==> src/rtl/vga_timing_frame_gen.sv <==
// VGA raster timing generator: pixel/line counters, registered sync/blank
// decodes, per-frame tick, frame counter and sprite animation pose index.
//
// Ports:
//   vga_clk     : pixel clock, all flops rising-edge
//   reset_n     : asynchronous active-low reset
//   anim_en     : 1 lets the animation divider/pose advance on frame ticks
//   DrawX/DrawY : current horizontal/vertical counts
//   hs/vs       : active-low syncs
//   blank       : 1 on visible pixels
//   frame_tick  : one-cycle pulse at (0, V_VISIBLE)
//   frame_count : completed-frame counter, wraps
//   anim_frame  : current pose index, 0..ANIM_FRAMES-1
module vga_timing_frame_gen #(
  parameter int unsigned H_VISIBLE   = 640,
  parameter int unsigned H_FRONT     = 16,
  parameter int unsigned H_SYNC      = 96,
  parameter int unsigned H_BACK      = 48,
  parameter int unsigned V_VISIBLE   = 480,
  parameter int unsigned V_FRONT     = 10,
  parameter int unsigned V_SYNC      = 2,
  parameter int unsigned V_BACK      = 33,
  parameter int unsigned ANIM_DIV    = 6,
  parameter int unsigned ANIM_FRAMES = 4
) (
  input  logic        vga_clk,
  input  logic        reset_n,
  input  logic        anim_en,
  output logic [9:0]  DrawX,
  output logic [9:0]  DrawY,
  output logic        hs,
  output logic        vs,
  output logic        blank,
  output logic        frame_tick,
  output logic [15:0] frame_count,
  output logic [3:0]  anim_frame
);

  localparam int unsigned H_TOTAL =
    H_VISIBLE + H_FRONT + H_SYNC + H_BACK;
  localparam int unsigned V_TOTAL =
    V_VISIBLE + V_FRONT + V_SYNC + V_BACK;

  localparam logic [9:0] H_LAST = 10'(H_TOTAL - 1);
  localparam logic [9:0] V_LAST = 10'(V_TOTAL - 1);
  localparam logic [9:0] H_VIS  = 10'(H_VISIBLE);
  localparam logic [9:0] V_VIS  = 10'(V_VISIBLE);
  localparam logic [9:0] HS_BEG = 10'(H_VISIBLE + H_FRONT);
  localparam logic [9:0] HS_END =
    10'(H_VISIBLE + H_FRONT + H_SYNC);
  localparam logic [9:0] VS_BEG = 10'(V_VISIBLE + V_FRONT);
  localparam logic [9:0] VS_END =
    10'(V_VISIBLE + V_FRONT + V_SYNC);

  localparam int unsigned DIV_W =
    (ANIM_DIV > 1) ? $clog2(ANIM_DIV) : 1;
  localparam logic [DIV_W-1:0] DIV_LAST = DIV_W'(ANIM_DIV - 1);
  localparam logic [3:0] ANIM_LAST = 4'(ANIM_FRAMES - 1);

  logic [9:0]       hc_q, hc_d;
  logic [9:0]       vc_q, vc_d;
  logic             hs_q, hs_d;
  logic             vs_q, vs_d;
  logic             blank_q, blank_d;
  logic             tick_q, tick_d;
  logic [15:0]      fcnt_q, fcnt_d;
  logic [DIV_W-1:0] div_q, div_d;
  logic [3:0]       anim_q, anim_d;

  always_comb begin
    hc_d = hc_q + 10'd1;
    vc_d = vc_q;
    if (hc_q == H_LAST) begin
      hc_d = '0;
      vc_d = (vc_q == V_LAST) ? '0 : vc_q + 10'd1;
    end
  end

  // Decode the upcoming position so flags line up with DrawX/DrawY.
  always_comb begin
    hs_d    = !((hc_d >= HS_BEG) && (hc_d < HS_END));
    vs_d    = !((vc_d >= VS_BEG) && (vc_d < VS_END));
    blank_d = (hc_d < H_VIS) && (vc_d < V_VIS);
    tick_d  = (hc_d == '0) && (vc_d == V_VIS);
  end

  // Frame and pose bookkeeping act at the end of the tick cycle, so
  // poses only change inside vertical blanking.
  always_comb begin
    fcnt_d = fcnt_q;
    div_d  = div_q;
    anim_d = anim_q;
    if (tick_q) begin
      fcnt_d = fcnt_q + 16'd1;
      if (anim_en) begin
        if (div_q == DIV_LAST) begin
          div_d  = '0;
          anim_d = (anim_q == ANIM_LAST) ? '0 : anim_q + 4'd1;
        end else begin
          div_d = div_q + DIV_W'(1);
        end
      end
    end
  end

  always_ff @(posedge vga_clk or negedge reset_n) begin
    if (!reset_n) begin
      hc_q    <= H_LAST;
      vc_q    <= V_LAST;
      hs_q    <= 1'b1;
      vs_q    <= 1'b1;
      blank_q <= 1'b0;
      tick_q  <= 1'b0;
      fcnt_q  <= '0;
      div_q   <= '0;
      anim_q  <= '0;
    end else begin
      hc_q    <= hc_d;
      vc_q    <= vc_d;
      hs_q    <= hs_d;
      vs_q    <= vs_d;
      blank_q <= blank_d;
      tick_q  <= tick_d;
      fcnt_q  <= fcnt_d;
      div_q   <= div_d;
      anim_q  <= anim_d;
    end
  end

  assign DrawX       = hc_q;
  assign DrawY       = vc_q;
  assign hs          = hs_q;
  assign vs          = vs_q;
  assign blank       = blank_q;
  assign frame_tick  = tick_q;
  assign frame_count = fcnt_q;
  assign anim_frame  = anim_q;

endmodule

==> config.mk <==
export PLATFORM = sky130hd
export DESIGN_NAME = vga_timing_frame_gen
export DESIGN_NICKNAME = d
export VERILOG_FILES = /design/src/rtl/vga_timing_frame_gen.sv
export SDC_FILE = /design/constraint.sdc
export NUM_CORES = 1
export LEC_CHECK = 0
export CAP_MARGIN = 0
export CORE_MARGIN = 3
export CORE_UTILIZATION = 38
export DETAILED_ROUTE_END_ITERATION = 6
export PLACE_DENSITY_LB_ADDON = 0.05
export SYNTH_ARGS = -nofsm -noshare
export SYNTH_HDL_FRONTEND = slang
export SYNTH_SLANG_ARGS = --single-unit
==> constraint.sdc <==
create_clock -name vga_clk -period 2.6 [get_ports vga_clk]
set_input_delay 0.39 -clock vga_clk [delete_from_list [all_inputs] [get_ports vga_clk]]
set_output_delay 0.39 -clock vga_clk [all_outputs]
set_load 0.01 [all_outputs]
==> impl_metrics.tcl, run 1 <==
set metrics [dict create \
    worst_pin_slew_ns 0.9219 \
    wirelength_mm 5.142 \
    stdcell_count 356 \
    ios 47 \
    grt_pass1_wl_mm 8.804 \
    final_layout_size_suffix_gt1_share_pct 14.44 \
    end_kind "register" \
    antenna_found_initial 0 \
    grt_usage_pct 15.18 \
    clkLatencyLatePin_ns 0.30 \
    yosysWarnings 0 \
    die_x_um 84.26 \
    p_switching_uw 269.1 \
    synth_area_um2 2327 \
    routed_via_density 5.236 \
    reg2reg_slack_ns 0.16 \
    cts_root_buf "clkbuf_8" \
    min-delay-path-class "input port to async pin" \
    ys_seq_area_share_pct 51.18 \
    grt_start_max_net_pins 42 \
    yosys.area.top_type_share_pct 37.63 \
    crit_fanout 6 \
    die_area_um2 7099 \
    finalNetCount 291 \
    rows 27 \
    yosys-top-cells-area "dfrtp_1 38%, dfstp_2 14%, xnor2_1 7.2%" \
    cp.arrival_ns 2.64 \
    slew_headroom_pct 38.54 \
    r2r_end "frame_tick$_DFF_PN0_" \
    power_density_nw_per_um2 423.2 \
    pwr-share-clk_pct 41.9 \
    syn_avg_cell_area_um2 10.34 \
    antennaDiodeCount 0 \
    hold_viol 0 \
    p_leak_nw 1.277 \
    cts_buffers 5 \
    finalSetupViolCount 0 \
    seqPwrFrac_pct 56.7 \
    gp_congestion 0.8101 \
    r2r_cells 6 \
    p_comb_share_pct 1.4 \
    synthesis.nets 233 \
    timing.final.crit_share_pct 93.72 \
    final_antenna_net_count 0 \
    drt_iter0_drc 81 \
    max_clock_freq_mhz 410.4 \
    dp_hpwl_mm 3.673 \
    core_um2 5709 \
    clockBufferDepth 2 \
    critPathLaunchType "register" \
    intPower_mw 1.022 \
    cts_tree "done" \
    status "completed" \
    cap_violations 0 \
    rsz0062_at_grt "false" \
    clock_skew_ns 0.003855 \
    route.detailed.wl_per_inst_um 14.44 \
    required_ns 2.81 \
    criticalPathCategory "register to register" \
    r2r-start "DrawX[9]$_DFF_PN1_" \
    synthFlopType "dfrtp_1" \
    die_height_um 84.26 \
    layout.cells.most_common_list "45 x clkdlybuf4s50_1, 35 x dfrtp_1, 21 x nand2_1" \
    clock_sinks 47 \
    drtPass1Iterations 4 \
    ir_worst_vdd_mv 0.2304 \
    initial_core_util_pct 40.76 \
    syn_inst 225 \
    swShare_pct 20.85 \
    drc 0 \
    area_growth_pct 31.08 \
    grt_pass1_vias 1832 \
    yosys_register_bits 47 \
    layout_min_cycle_time_ns 2.437 \
    final_core_util_pct 53.43 \
    async_flop_share_pct 100.0 \
    clk_pin_slew_ns 0.09 \
    cts_max_level 2 \
    dr_total_vias 1864 \
    drv_slew 0 \
    io_buffers 46 \
    grt_overflow 0 \
    yosys.area.top_type "dfrtp_1" \
    ys_types 42 \
    numPlacedInstances 344 \
    synth_edf_count 0 \
    layout_commonest_cell "clkdlybuf4s50_1" \
    fin_setup_tns_ns 0 \
]
[Yosys cell counts, drive strengths merged, types with 3 or more instances]
cell	instances
o31ai	3
nand4	14
and3	4
xnor2	19
ha	5
a21oi	5
dfstp	12
nor2	13
clkbuf	5
o21ai	9
mux2	3
o22ai	3
nand2	21
nor4	5
nor3	8
inv	9
dfrtp	35
xor2	11
nand2b	5
nand3	11
[flip-flops by register name (all words and copies together) (netlist names)]
signal / flops
DrawX: 10
DrawY: 10
anim_frame: 4
blank: 1
div_q: 3
frame_count: 16
frame_tick: 1
hs: 1
vs: 1
[worst max-delay path by stage]
stage                             from                    to  cells after the start
detailed placement  DrawX[0]$_DFF_PN1_  frame_tick$_DFF_PN0_                      7
global placement    DrawX[0]$_DFF_PN1_  frame_tick$_DFF_PN0_                      7
CTS                 DrawX[0]$_DFF_PN1_  frame_tick$_DFF_PN0_                      7
global route        DrawX[9]$_DFF_PN1_  frame_tick$_DFF_PN0_                      6
floorplan           DrawY[3]$_DFF_PN1_  frame_tick$_DFF_PN0_                      7
finish              DrawX[9]$_DFF_PN1_  frame_tick$_DFF_PN0_                      6
[per-layer routing]
layer | up-vias | share of wire, % | track usage (%)
met2 | 41 | 46 | 23.53
met4 | 0 | 0.82 | 4.971
met5 | - | 0 | 0
met1 | 898 | 49 | 20.74
met3 | 4 | 4.1 | 3.925
li1 | 921 | - | -
[worst max-delay path: stages (launching register included)]
cell and delay, ns:
dfstp_2 0.58, or4b_1 0.58, nor4_1 0.37, xor2_1 0.21
and4_1 0.23, nand2_1 0.09, nor4_2 0.27
[cell families after synthesis]
| group | after synthesis | synth area share (%) |
|---|---|---|
| mux | 3 | 1.452 |
| simple gates | 96 | 22.85 |
| compound gates | 29 | 8.065 |
| xor+xnor | 30 | 11.29 |
| flops | 47 | 51.18 |
| buf+inv | 15 | 2.473 |
| fa+ha+maj | 5 | 2.688 |
[power groups by stage]
| stage | sequential, mW | clock, mW | combinational, mW |
|---|---|---|---|
| final | 0.731 | 0.541 | 0.0185 |
| after global routing | 0.732 | 0.596 | 0.0224 |
| after CTS | 0.731 | 0.563 | 0.0203 |
| after detailed placement | 0.745 | 0 | 0.0203 |
| after global placement | 0.745 | 0 | 0.0202 |
| after floorplan | 0.745 | 0 | 0.000000684 |
[metrics by stage]
| stage | power (mW) | instance area (um2) | setup slack (ns) | hold slack [ns] |
|---|---|---|---|---|
| floorplan | 0.7452 | 2327 | 0.2618 | 0.09441 |
| global placement | 0.7652 | 2902 | 0.2086 | 0.4556 |
| detailed placement | 0.7654 | 2902 | 0.1537 | 0.4559 |
| CTS | 1.315 | 3014 | 0.1239 | 0.2561 |
| global route | 1.350 | 3050 | 0.02570 | 0.2926 |
| finish | 1.291 | 3050 | 0.1632 | 0.2194 |
[area by class of cell]
cell class	instances	area (um2)
Inverter	9	33.78
Clock buffer	5	68.82
Multi-Input combinational cell	163	1085
Tap cell	72	90.09
Sequential cell	47	1191
Clock inverter	3	43.79
Fill cell	514	2659
Timing Repair Buffer	57	538.0
[what timing repair did]
action | CTS | global route
setup endpoints to repair | 0 | 1
buffers inserted | 0 | 4
gates resized for setup | 0 | 1
hold buffers | 0 | 0
(Power assumes the default switching activity.)
==> run 2, diff against run 1 <==
--- a/config.mk
+++ b/config.mk
@@ -7,7 +7,7 @@
 export LEC_CHECK = 0
 export CAP_MARGIN = 0
 export CORE_MARGIN = 3
-export CORE_UTILIZATION = 38
+export CORE_UTILIZATION = 35
 export DETAILED_ROUTE_END_ITERATION = 6
 export PLACE_DENSITY_LB_ADDON = 0.05
 export SYNTH_ARGS = -nofsm -noshare
==> impl_metrics.tcl, run 2 (same netlist as run 1, synthesis figures left out) <==
set metrics [dict create \
    cts_tree "done" \
    swShare_pct 22.84 \
    finalSetupViolCount 0 \
    die_area_um2 7663 \
    cts_max_level 2 \
    layout.cells.most_common_list "45 x clkdlybuf4s50_1, 35 x dfrtp_1, 21 x nand2_1" \
    post-place-ws_ns 0.1943 \
    intPower_uw 952.9 \
    critical_path.cell_chain "or4b_1, nor4_1, xor2_1, and4_1, nand2_1, nor4_2" \
    critPathLaunchType "register" \
    hold_viol 0 \
    drv_slew 0 \
    final_antenna_net_count 0 \
    rsz0062_at_grt "false" \
    finalNetCount 289 \
    cts_root_buf "clkbuf_8" \
    crit_buf_inv 0 \
    drc 0 \
    die_height_um 87.54 \
    final_area_um2 3028 \
    cpPeakStageDelay_ns 0.58 \
    cap_violations 0 \
    clock_skew_ns 0.009300 \
    multi_input_area_um2 1085 \
    drt_iter0_drc 90 \
    antenna_found_initial 0 \
    dpl_cell_area_um2 2908 \
    gp_congestion 0.7585 \
    worst_pin_slew_ns 0.5070 \
    drtPass1Iterations 4 \
    grt_overflow 0 \
    r2r-start "DrawX[9]$_DFF_PN1_" \
    dr_total_vias 1877 \
    criticalPathCategory "register to register" \
    p_leak_nw 1.255 \
    dp_hpwl_mm 3.887 \
    antennaDiodeCount 0 \
    end_kind "register" \
    final_layout_size_suffix_gt1_share_pct 13.83 \
    largest_register_ffs 16 \
    fin_setup_tns_ns 0 \
    cp-startpoint "DrawX[9]$_DFF_PN1_" \
    grt_usage_pct 15.14 \
    clkLatencyLatePin_ns 0.30 \
    timing.final.crit_share_pct 92.47 \
    io_buffers 46 \
    p_comb_share_pct 1.5 \
    min-delay-path-class "input port to async pin" \
    routed_via_density 5.228 \
    ir_worst_vdd_mv 0.1926 \
    max_clock_freq_mhz 415.9 \
    crit_fanout 6 \
    rows 29 \
    clk_pin_slew_ns 0.10 \
    core_um2 6386 \
    layout_commonest_cell "clkdlybuf4s50_1" \
    worst_slack_ns 0.1957 \
    cp.arrival_ns 2.62 \
    clock_sinks 47 \
    initial_core_util_pct 36.44 \
    slew_headroom_pct 66.13 \
    ios 47 \
    cp_slowest_cell "dfstp_2" \
    layout_min_cycle_time_ns 2.404 \
    power_mw 1.235 \
    grt_start_max_net_pins 20 \
    p_switching_uw 282.1 \
    cts_hold_buf 0 \
    seqCellArea_um2 1191 \
    status "completed" \
    route.detailed.wl_per_inst_um 15.09 \
    fill_cells 613 \
    wirelength_mm 5.417 \
    seqPwrFrac_pct 59.2 \
    required_ns 2.82 \
    die_x_um 87.54 \
    cts_buffers 5 \
    area_growth_pct 30.11 \
    clockBufferDepth 2 \
    power_density_nw_per_um2 407.9 \
    crit_family "simple AND/OR/NAND/NOR gates" \
    grt_pass1_wl_mm 9.211 \
    grt_pass1_vias 1802 \
    pwr-share-clk_pct 39.2 \
]
-- run 2: through the flow --
step | hold WS (ns) | utilization (%) | std cells
floorplan | 0.09441 | - | 225
global placement | 0.3523 | 45.53 | 349
detailed placement | 0.3510 | 45.53 | 349
CTS | 0.008373 | 47.08 | 357
global route | 0.02227 | 47.41 | 359
finish | 0.006110 | 47.41 | 359
-- run 2: worst paths after layout --
check	end	slack (ns)	cells past startpoint
worst min-delay path	frame_count[1]$_DFFE_PN0P_	0.006	1
worst min register to register	frame_count[15]$_DFFE_PN0P_	0.48	1
worst max register to register	frame_tick$_DFF_PN0_	0.20	6
worst max-delay path	frame_tick$_DFF_PN0_	0.20	6
max in group asynchronous	DrawX[8]$_DFF_PN1_	1.95	2
min in group vga_clk	frame_count[15]$_DFFE_PN0P_	0.48	1
-- run 2: power groups by stage --
| stage | combinational (mW) | sequential (mW) | clock (mW) |
|---|---|---|---|
| 2_1_floorplan | 0.000000684 | 0.745 | 0 |
| 3_3_place_gp | 0.0206 | 0.745 | 0 |
| 3_5_place_dp | 0.0203 | 0.745 | 0 |
| 4_1_cts | 0.0203 | 0.731 | 0.499 |
| 5_1_grt | 0.0225 | 0.732 | 0.531 |
| 6_report | 0.0190 | 0.731 | 0.485 |
-- run 2: final cells by class --
class,instances,area share (%)
clock buffers,6,2.727
clock inverters,2,0.5372
inverters,9,1.116
multi-input cells,163,35.83
flip-flops and latches,47,39.34
well taps,77,3.182
repair buffers,55,17.27
-- run 2: repair_timing --
action | in CTS | in global routing
setup endpoints to repair | 0 | 2
resized for setup | 0 | 1
buffers inserted | 0 | 2
-- run 2: per-layer routing --
layer  vias up  wire, um  track usage (%)
met5         -         0                0
li1        914         -                -
met1       920      2633            22.20
met4         0        50            3.208
met2        37      2520            22.60
met3         6       213            3.951
